==> src/rtl/router_pkg.sv <==
// Shared router types: flit header layout, output port indices and one-hot port type.
package router_pkg;

  localparam int unsigned DEF_DATA_WIDTH = 32;
  localparam int unsigned DEF_COORD_BITS = 3;

  // Type occupies the top TYPE_BITS of a flit; dest_x and dest_y follow directly below it.
  localparam int unsigned TYPE_BITS = 2;

  typedef enum logic [TYPE_BITS-1:0] {
    FT_BODY     = 2'b00,
    FT_TAIL     = 2'b01,
    FT_HEAD     = 2'b10,
    FT_HEADTAIL = 2'b11
  } flit_type_t;

  localparam int unsigned PORT_LOCAL = 0;
  localparam int unsigned PORT_NORTH = 1;
  localparam int unsigned PORT_EAST  = 2;
  localparam int unsigned PORT_SOUTH = 3;
  localparam int unsigned PORT_WEST  = 4;
  localparam int unsigned NUM_PORTS  = 5;

  typedef logic [NUM_PORTS-1:0] port_onehot_t;

  function automatic port_onehot_t port_oh(input int unsigned idx);
    return port_onehot_t'(1) << idx;
  endfunction

endpackage

==> src/rtl/route_fn.sv <==
// West-first partially adaptive output-port selection; purely combinational.
module route_fn
  import router_pkg::*;
#(
  parameter int unsigned COORD_BITS = 3,
  parameter int unsigned X_POS      = 0,
  parameter int unsigned Y_POS      = 0
) (
  input  logic [COORD_BITS-1:0] dest_x_i,
  input  logic [COORD_BITS-1:0] dest_y_i,
  input  port_onehot_t          credit_ok_i,
  output port_onehot_t          route_c_o
);

  localparam logic [COORD_BITS:0] X_EXT = (COORD_BITS+1)'(X_POS);
  localparam logic [COORD_BITS:0] Y_EXT = (COORD_BITS+1)'(Y_POS);

  logic [COORD_BITS:0] dx_diff;
  logic [COORD_BITS:0] dy_diff;
  logic                x_lt, x_eq, y_lt, y_eq;
  port_onehot_t        vert_oh;

  // Widened subtraction gives the unsigned compares without constant-range compares at origin.
  assign dx_diff = {1'b0, dest_x_i} - X_EXT;
  assign dy_diff = {1'b0, dest_y_i} - Y_EXT;
  assign x_lt    = dx_diff[COORD_BITS];
  assign x_eq    = (dx_diff == '0);
  assign y_lt    = dy_diff[COORD_BITS];
  assign y_eq    = (dy_diff == '0);

  always_comb begin
    route_c_o = port_oh(PORT_LOCAL);
    vert_oh   = y_lt ? port_oh(PORT_SOUTH) : port_oh(PORT_NORTH);
    if (x_lt) begin
      route_c_o = port_oh(PORT_WEST);
    end else if (x_eq) begin
      if (!y_eq) route_c_o = vert_oh;
    end else if (y_eq || credit_ok_i[PORT_EAST]) begin
      route_c_o = port_oh(PORT_EAST);
    end else if (|(credit_ok_i & vert_oh)) begin
      route_c_o = vert_oh;
    end else begin
      route_c_o = port_oh(PORT_EAST);
    end
  end

endmodule

==> src/rtl/route_compute.sv <==
// Input-port route stage: routes each packet head once, locks the port for the
// wormhole and forwards flits from the FIFO head to the switch allocator.
module route_compute
  import router_pkg::*;
#(
  parameter int unsigned DATA_WIDTH = DEF_DATA_WIDTH,
  parameter int unsigned COORD_BITS = DEF_COORD_BITS,
  parameter int unsigned X_POS      = 0,
  parameter int unsigned Y_POS      = 0
) (
  input  logic                  clk,
  input  logic                  reset_n,
  input  logic                  fifo_empty,
  input  logic [DATA_WIDTH-1:0] fifo_dout,
  output logic                  fifo_pop,
  input  port_onehot_t          credit_ok,
  output logic                  sa_req,
  output port_onehot_t          sa_port,
  output logic [DATA_WIDTH-1:0] sa_flit,
  input  logic                  sa_gnt,
  output logic                  err
);

  localparam int unsigned TYPE_LSB = DATA_WIDTH - TYPE_BITS;
  localparam int unsigned X_LSB    = TYPE_LSB - COORD_BITS;
  localparam int unsigned Y_LSB    = X_LSB - COORD_BITS;

  typedef enum logic {
    S_IDLE   = 1'b0,
    S_ACTIVE = 1'b1
  } state_e;

  state_e       state_q, state_d;
  port_onehot_t route_q, route_d;
  port_onehot_t route_c;
  flit_type_t   head_type;
  logic         is_head, is_last;

  assign head_type = flit_type_t'(fifo_dout[TYPE_LSB +: TYPE_BITS]);
  assign is_head   = (head_type == FT_HEAD) || (head_type == FT_HEADTAIL);
  assign is_last   = (head_type == FT_TAIL) || (head_type == FT_HEADTAIL);

  route_fn #(
    .COORD_BITS (COORD_BITS),
    .X_POS      (X_POS),
    .Y_POS      (Y_POS)
  ) u_route_fn (
    .dest_x_i    (fifo_dout[X_LSB +: COORD_BITS]),
    .dest_y_i    (fifo_dout[Y_LSB +: COORD_BITS]),
    .credit_ok_i (credit_ok),
    .route_c_o   (route_c)
  );

  always_ff @(posedge clk or negedge reset_n) begin
    if (!reset_n) begin
      state_q <= S_IDLE;
      route_q <= '0;
    end else begin
      state_q <= state_d;
      route_q <= route_d;
    end
  end

  // Pop, request and error follow the FIFO head in the same cycle.
  always_comb begin
    state_d  = state_q;
    route_d  = route_q;
    fifo_pop = 1'b0;
    sa_req   = 1'b0;
    err      = 1'b0;
    unique case (state_q)
      S_IDLE: begin
        if (!fifo_empty) begin
          if (is_head) begin
            route_d = route_c;
            state_d = S_ACTIVE;
          end else begin
            fifo_pop = 1'b1;
            err      = 1'b1;
          end
        end
      end
      S_ACTIVE: begin
        sa_req = !fifo_empty;
        if (sa_req && sa_gnt) begin
          fifo_pop = 1'b1;
          err      = (head_type == FT_HEAD);
          if (is_last) begin
            state_d = S_IDLE;
            route_d = '0;
          end
        end
      end
      default: state_d = S_IDLE;
    endcase
  end

  assign sa_port = route_q;
  assign sa_flit = fifo_dout;

endmodule

==> config.mk <==
export PLATFORM = sky130hd
export DESIGN_NAME = route_compute
export DESIGN_NICKNAME = d
export VERILOG_FILES = /design/src/rtl/router_pkg.sv /design/src/rtl/route_fn.sv /design/src/rtl/route_compute.sv
export SDC_FILE = /design/constraint.sdc
export NUM_CORES = 1
export LEC_CHECK = 0
export BUFFER_PORTS_ARGS = -buffer_cell sky130_fd_sc_hd__buf_2
export CAP_MARGIN = 20
export CORE_MARGIN = 2
export CORE_UTILIZATION = 27
export CTS_BUF_LIST = sky130_fd_sc_hd__clkbuf_16
export CTS_CLUSTER_DIAMETER = 200
export CTS_CLUSTER_SIZE = 28
export DETAILED_ROUTE_END_ITERATION = 16
export PLACE_DENSITY = 0.86
export RECOVER_POWER = 100
export SLEW_MARGIN = 20
export SYNTH_ARGS = -nofsm -noshare
export SYNTH_HDL_FRONTEND = slang
export SYNTH_SLANG_ARGS = --single-unit
==> constraint.sdc <==
create_clock -name clk -period 1.6 [get_ports clk]
set_input_delay 0.24 -clock clk [delete_from_list [all_inputs] [get_ports clk]]
set_output_delay 0.24 -clock clk [all_outputs]
set_load 0.02 [all_outputs]
# Word-level counts from Yosys, hierarchy flattened
# Index checks and enable logic that the tools add are counted.
[word_totals]
reg_bits = 6
in_bits = 41
out_inout_bits = 40
wordCells = 39
[classes]
eq_ne = 7
n_mux = 21
bitwise = 1
n_reduce_logical = 8
[ops]
columns = ["cell", "count"]
rows = [
  ["2-to-1 mux 5 bit", 6],
  ["one-hot mux 5 bit (2 select lines)", 1],
  ["2-to-1 mux 1 bit", 9],
  ["zero test 4 bit", 2],
  ["one-hot mux 1 bit (2 select lines)", 3],
  ["== test 2 bit (second input constant)", 2],
  ["inequality test 2 x 1 -> 1 bit (second input constant)", 2],
  ["inequality test 2 bit (second input constant)", 2],
  ["AND reduction 4 bit", 1],
  ["logical OR 1 bit", 3],
  ["2-to-1 mux 3 bit", 1],
  ["== test 2 x 1 -> 1 bit (second input constant)", 1],
  ["2-to-1 mux 2 bit", 1],
  ["logical AND 1 bit", 1],
  ["zero test 1 bit", 1],
  ["NOT 1 bit", 1],
]

# Longest topological paths before layout
[logic_depth]
word_depth = 7
mapped_depth = 3
depth_no_buf = 3

# Modules after synthesis
# Synthesis repeated with hierarchy kept, for this count alone.
[unflattened]
hier_cells = 64
area_unflattened_um2 = 586.8
[by_module_without_submodules]
columns = ["mod", "instances", "cells_per_inst", "area_per_inst_um2", "seq_area_each_um2"]
rows = [
  ["route_compute", 1, 55, 523.0, 150.1],
  ["route_fn", 1, 9, 63.8, 0.0],
]

# Worst setup path after synthesis
# Ideal clock, no wire load.
[synth_path]
path_type = "reg-to-output"
from = "reg state_q"
to = "out fifo_pop"
arrival_ps = 1064
required_time_ps = 1360
slack_ps = 296
path_stages_with_launch = 3
path_buffers = 0
path_cell_list = "dfrtp_1 -> or2_2 -> a21oi_1"
[synth_between]
elab_chain_len = 2
[synth_lines]
columns = ["element", "line_no", "rtl"]
rows = [
  ["start, declared", "route_compute.sv:33", "state_e state_q, state_d;"],
  ["start signal, assigned", "route_compute.sv:59", "state_q <= state_d;"],
  ["NOT 1 bit", "n/a", ""],
  ["one-hot mux 1 bit (2 select lines) (*)", "route_compute.sv:71", "unique case (state_q)"],
  ["end, declared", "route_compute.sv:15", "output logic fifo_pop,"],
]
# Every way passes the cells marked *; elsewhere a longest branch is shown, timed or not.

# Worst setup path in the final report
# Ends and elaborated chain as after synthesis.

==> metrics.txt <==
# TYPE chip_impl_metric gauge
chip_impl_metric{name="synth_cell_types",unit=""} 18
chip_impl_metric{name="met2WireLength",unit="µm"} 355
chip_impl_info{name="root_buffer",value="sky130_fd_sc_hd__clkbuf_16"} 1
chip_impl_metric{name="power_switching_share",unit=""} 0.2713
chip_impl_metric{name="fin_setup_tns",unit="ps"} 0
chip_impl_metric{name="final_period_minus_worst_setup_slack",unit="ps"} 1517
chip_impl_metric{name="seq_power_share",unit=""} 0.208
chip_impl_metric{name="report.power.total",unit="mW"} 0.6952
chip_impl_metric{name="setup_slack",unit="ps"} 82.95
chip_impl_metric{name="layout.nets",unit=""} 100
chip_impl_metric{name="drtIter0Drc",unit=""} 1
chip_impl_metric{name="fmax",unit="GHz"} 0.6592
chip_impl_metric{name="clock_path_buffers",unit=""} 2
chip_impl_metric{name="cp_slowest_stage_delay",unit="ps"} 410
chip_impl_metric{name="ioPinCount",unit=""} 81
chip_impl_metric{name="stdcell_area",unit="µm²"} 474.2
chip_impl_info{name="unrepaired_setup_endpoints_after_global_routing",value="no"} 1
chip_impl_metric{name="cp_max_fo",unit=""} 6
chip_impl_metric{name="drc_errors",unit=""} 0
chip_impl_metric{name="ys_seq_elements",unit=""} 4
chip_impl_info{name="tritoncts",value="done"} 1
chip_impl_metric{name="leakagePower",unit="nW"} 0.2157
chip_impl_metric{name="syn-instance-count",unit=""} 59
chip_impl_metric{name="wirelength_met1",unit="µm"} 294
chip_impl_info{name="cp_cell_sequence",value="or2_2, a21oi_1, clkbuf_2"} 1
chip_impl_metric{name="globalRouteOverflowTotal",unit=""} 0
chip_impl_metric{name="die_width",unit="µm"} 46.95
chip_impl_metric{name="grt_antenna_before_repair",unit=""} 0
chip_impl_metric{name="dp_hpwl",unit="µm"} 715
chip_impl_metric{name="hold-worst-slack",unit="ps"} 343.3
chip_impl_metric{name="cts_buffers",unit=""} 3
chip_impl_info{name="timing.setup.critical_path_class",value="reg2out"} 1
chip_impl_metric{name="core_region_area",unit="mm²"} 0.001727
chip_impl_metric{name="max_slew_violation_total_from_the_final_report",unit=""} 0
chip_impl_metric{name="largest_net_degree_at_the_start_of_global_routing",unit=""} 7
chip_impl_info{name="status",value="completed"} 1
chip_impl_metric{name="wl_per_instance",unit="µm"} 10.29
chip_impl_metric{name="synth-seq-area-share",unit=""} 0.2010
chip_impl_metric{name="layout-drive-gt1-share",unit=""} 0.3509
chip_impl_metric{name="postRouteAntennaNets",unit=""} 0
chip_impl_metric{name="fraction_of_the_cycle_the_final_worst_path_needs",unit=""} 0.9482
chip_impl_metric{name="netlist_area",unit="µm²"} 498.0
chip_impl_metric{name="internal_power",unit="mW"} 0.5066
chip_impl_metric{name="post_synth.cell_area_avg",unit="µm²"} 8.440
chip_impl_metric{name="place.port_buffers",unit=""} 27
chip_impl_metric{name="syn2layout_area_growth",unit="%"} -4.774
chip_impl_metric{name="gpl.final_weighted_congestion",unit=""} 0.6156
chip_impl_metric{name="post_cts.resized_instances",unit=""} 0
chip_impl_metric{name="clkTransAtPathRegs",unit="ps"} 30
chip_impl_metric{name="worst_ep_required_time",unit="ps"} 1360
chip_impl_metric{name="grt_first_pass_wirelength",unit="mm"} 1.345
chip_impl_metric{name="placed_area",unit="µm²"} 412.9
chip_impl_metric{name="final-hold-violation-count",unit=""} 0
chip_impl_metric{name="grt_pass1_vias",unit=""} 336
chip_impl_metric{name="post-place-ws",unit="ps"} 325.1
chip_impl_metric{name="setup_viol",unit=""} 0
chip_impl_metric{name="clockPowerShare",unit=""} 0.553
chip_impl_metric{name="number_of_antenna_diodes",unit=""} 0
chip_impl_metric{name="arrival",unit="ps"} 1280
chip_impl_metric{name="comb_power_share",unit=""} 0.238
chip_impl_info{name="timing.critical_path.slowest_stage_cell",value="sky130_fd_sc_hd__dfrtp_1"} 1
chip_impl_info{name="critPathCaptureType",value="output port"} 1
chip_impl_metric{name="max-cap-violations",unit=""} 0
chip_impl_metric{name="skew_final",unit="ps"} 1.629
chip_impl_metric{name="insertion_delay",unit="ps"} 220
chip_impl_metric{name="postRouteWirelength",unit="µm"} 844
chip_impl_info{name="highest-signal-layer",value="met4"} 1
chip_impl_info{name="hold_class",value="in2reg"} 1
chip_impl_metric{name="rows",unit=""} 15
chip_impl_metric{name="power.net_switching",unit="mW"} 0.1886
chip_impl_metric{name="die_area",unit="mm²"} 0.002204
chip_impl_metric{name="die_h",unit="µm"} 46.95
chip_impl_metric{name="tritoncts_num_sinks",unit=""} 4
chip_impl_metric{name="max-vdd-ir-drop",unit="µV"} 923.2
chip_impl_metric{name="start_util",unit=""} 0.2884
chip_impl_metric{name="cts-htree-levels",unit=""} 1
chip_impl_info{name="crit_path_start_kind",value="flop"} 1
chip_impl_metric{name="avg_vias_per_cell",unit=""} 4.244
chip_impl_metric{name="route.vias.total",unit=""} 348
chip_impl_metric{name="routed-wl-met3",unit="µm"} 186
chip_impl_metric{name="power_per_cell_area",unit="mW/mm²"} 1466
chip_impl_metric{name="ys_warn_count",unit=""} 0
chip_impl_metric{name="drt_first_pass_iters",unit=""} 2
chip_impl_metric{name="global_route.usage.total",unit=""} 0.09483
sequential cells by signal, indices dropped and copies added (netlist names):
register	count
state_q	1
sa_port	3
logic make-up after synthesis:
family,Yosys count,share of synthesized area
AOI/OAI and AO/OA,8,0.1231
buffers and inverters,35,0.5201
DFF,4,0.2010
other,1,0.007530
and+or+nand+nor,11,0.1483
synthesized netlist by cell type:
master	count	area share
sky130_fd_sc_hd__o21ai_0	2	0.020
sky130_fd_sc_hd__nor3b_2	1	0.025
sky130_fd_sc_hd__buf_4	34	0.51
sky130_fd_sc_hd__dfrtp_1	4	0.20
sky130_fd_sc_hd__nand4b_1	1	0.018
sky130_fd_sc_hd__conb_1	1	0.0075
sky130_fd_sc_hd__a22o_1	1	0.018
sky130_fd_sc_hd__or2_2	1	0.013
sky130_fd_sc_hd__inv_1	1	0.0075
sky130_fd_sc_hd__a21oi_1	2	0.020
sky130_fd_sc_hd__or3_1	2	0.025
sky130_fd_sc_hd__nand2_1	2	0.015
sky130_fd_sc_hd__a31oi_2	1	0.025
sky130_fd_sc_hd__nor2_1	1	0.0075
sky130_fd_sc_hd__nand2b_1	1	0.013
sky130_fd_sc_hd__a32o_1	2	0.040
sky130_fd_sc_hd__nand3b_1	1	0.015
sky130_fd_sc_hd__nor2b_2	1	0.018
what timing repair did:
action                                 CTS  global route
buffers inserted                         0             0
endpoints found under the hold margin    4             0
hold buffers                             1             0
placed cells by master (no fill, tap or decap), types with 2 or more instances in the layout:
cell	n
sky130_fd_sc_hd__a21oi_1	2
sky130_fd_sc_hd__dfrtp_1	4
sky130_fd_sc_hd__a32o_1	2
sky130_fd_sc_hd__clkbuf_16	3
sky130_fd_sc_hd__nand2_1	2
sky130_fd_sc_hd__o21ai_0	2
sky130_fd_sc_hd__clkbuf_2	2
sky130_fd_sc_hd__buf_2	13
sky130_fd_sc_hd__conb_1	2
sky130_fd_sc_hd__or3_1	2
sky130_fd_sc_hd__clkbuf_1	12
critical path, delay by kind of cell, from the launching register on:
kind | cells | cell delay (ps)
flops | 1 | 410
simple gates | 1 | 300
buf+inv | 1 | 190
compound gates | 1 | 150
stage by stage:
stage / utilization / cells
after CTS: 0.2884 / 82
after detailed placement: 0.2391 / 78
after floorplan: - / 60
after global placement: 0.2391 / 78
final: 0.2746 / 82
after global routing: 0.2746 / 82
routing by layer:
layer  vias up  GRT usage
met3         2    0.09231
met5         -          0
li1        157          -
met4         0    0.06111
met2        44     0.1425
met1       145    0.07889
layout make-up:
type / instances / area, µm²
multi-input cells: 21 / 133.9
flip-flops and latches: 4 / 100.1
well taps: 25 / 31.28
inverters: 1 / 3.754
clock buffers: 3 / 75.07
fillers: 198 / 1252
repair buffers: 28 / 130.1
final timing paths:
check / startpoint / endpoint / slack (ps) / depth (start not counted)
setup / recovery: state_q$_DFF_PN0_ / fifo_pop / 80 / 3
hold / removal: fifo_empty / state_q$_DFF_PN0_ / 340 / 3
setup reg to reg: state_q$_DFF_PN0_ / sa_port[0]$_DFFE_PN0P_ / 360 / 3
hold reg to reg: sa_port[1]$_DFFE_PN0P_ / sa_port[1]$_DFFE_PN0P_ / 490 / 1
max in group asynchronous: reset_n / sa_port[1]$_DFFE_PN0P_ / 1000 / 2
min in group asynchronous: reset_n / state_q$_DFF_PN0_ / 400 / 2
power by group through the flow:
stage,logic (mW),clock network [mW],registers [mW]
floorplan,0.192,0,0.166
global placement,0.172,0,0.145
detailed placement,0.178,0,0.146
CTS,0.180,0.391,0.145
global route,0.181,0.400,0.151
finish,0.166,0.385,0.145
(Power assumes the default switching activity.)
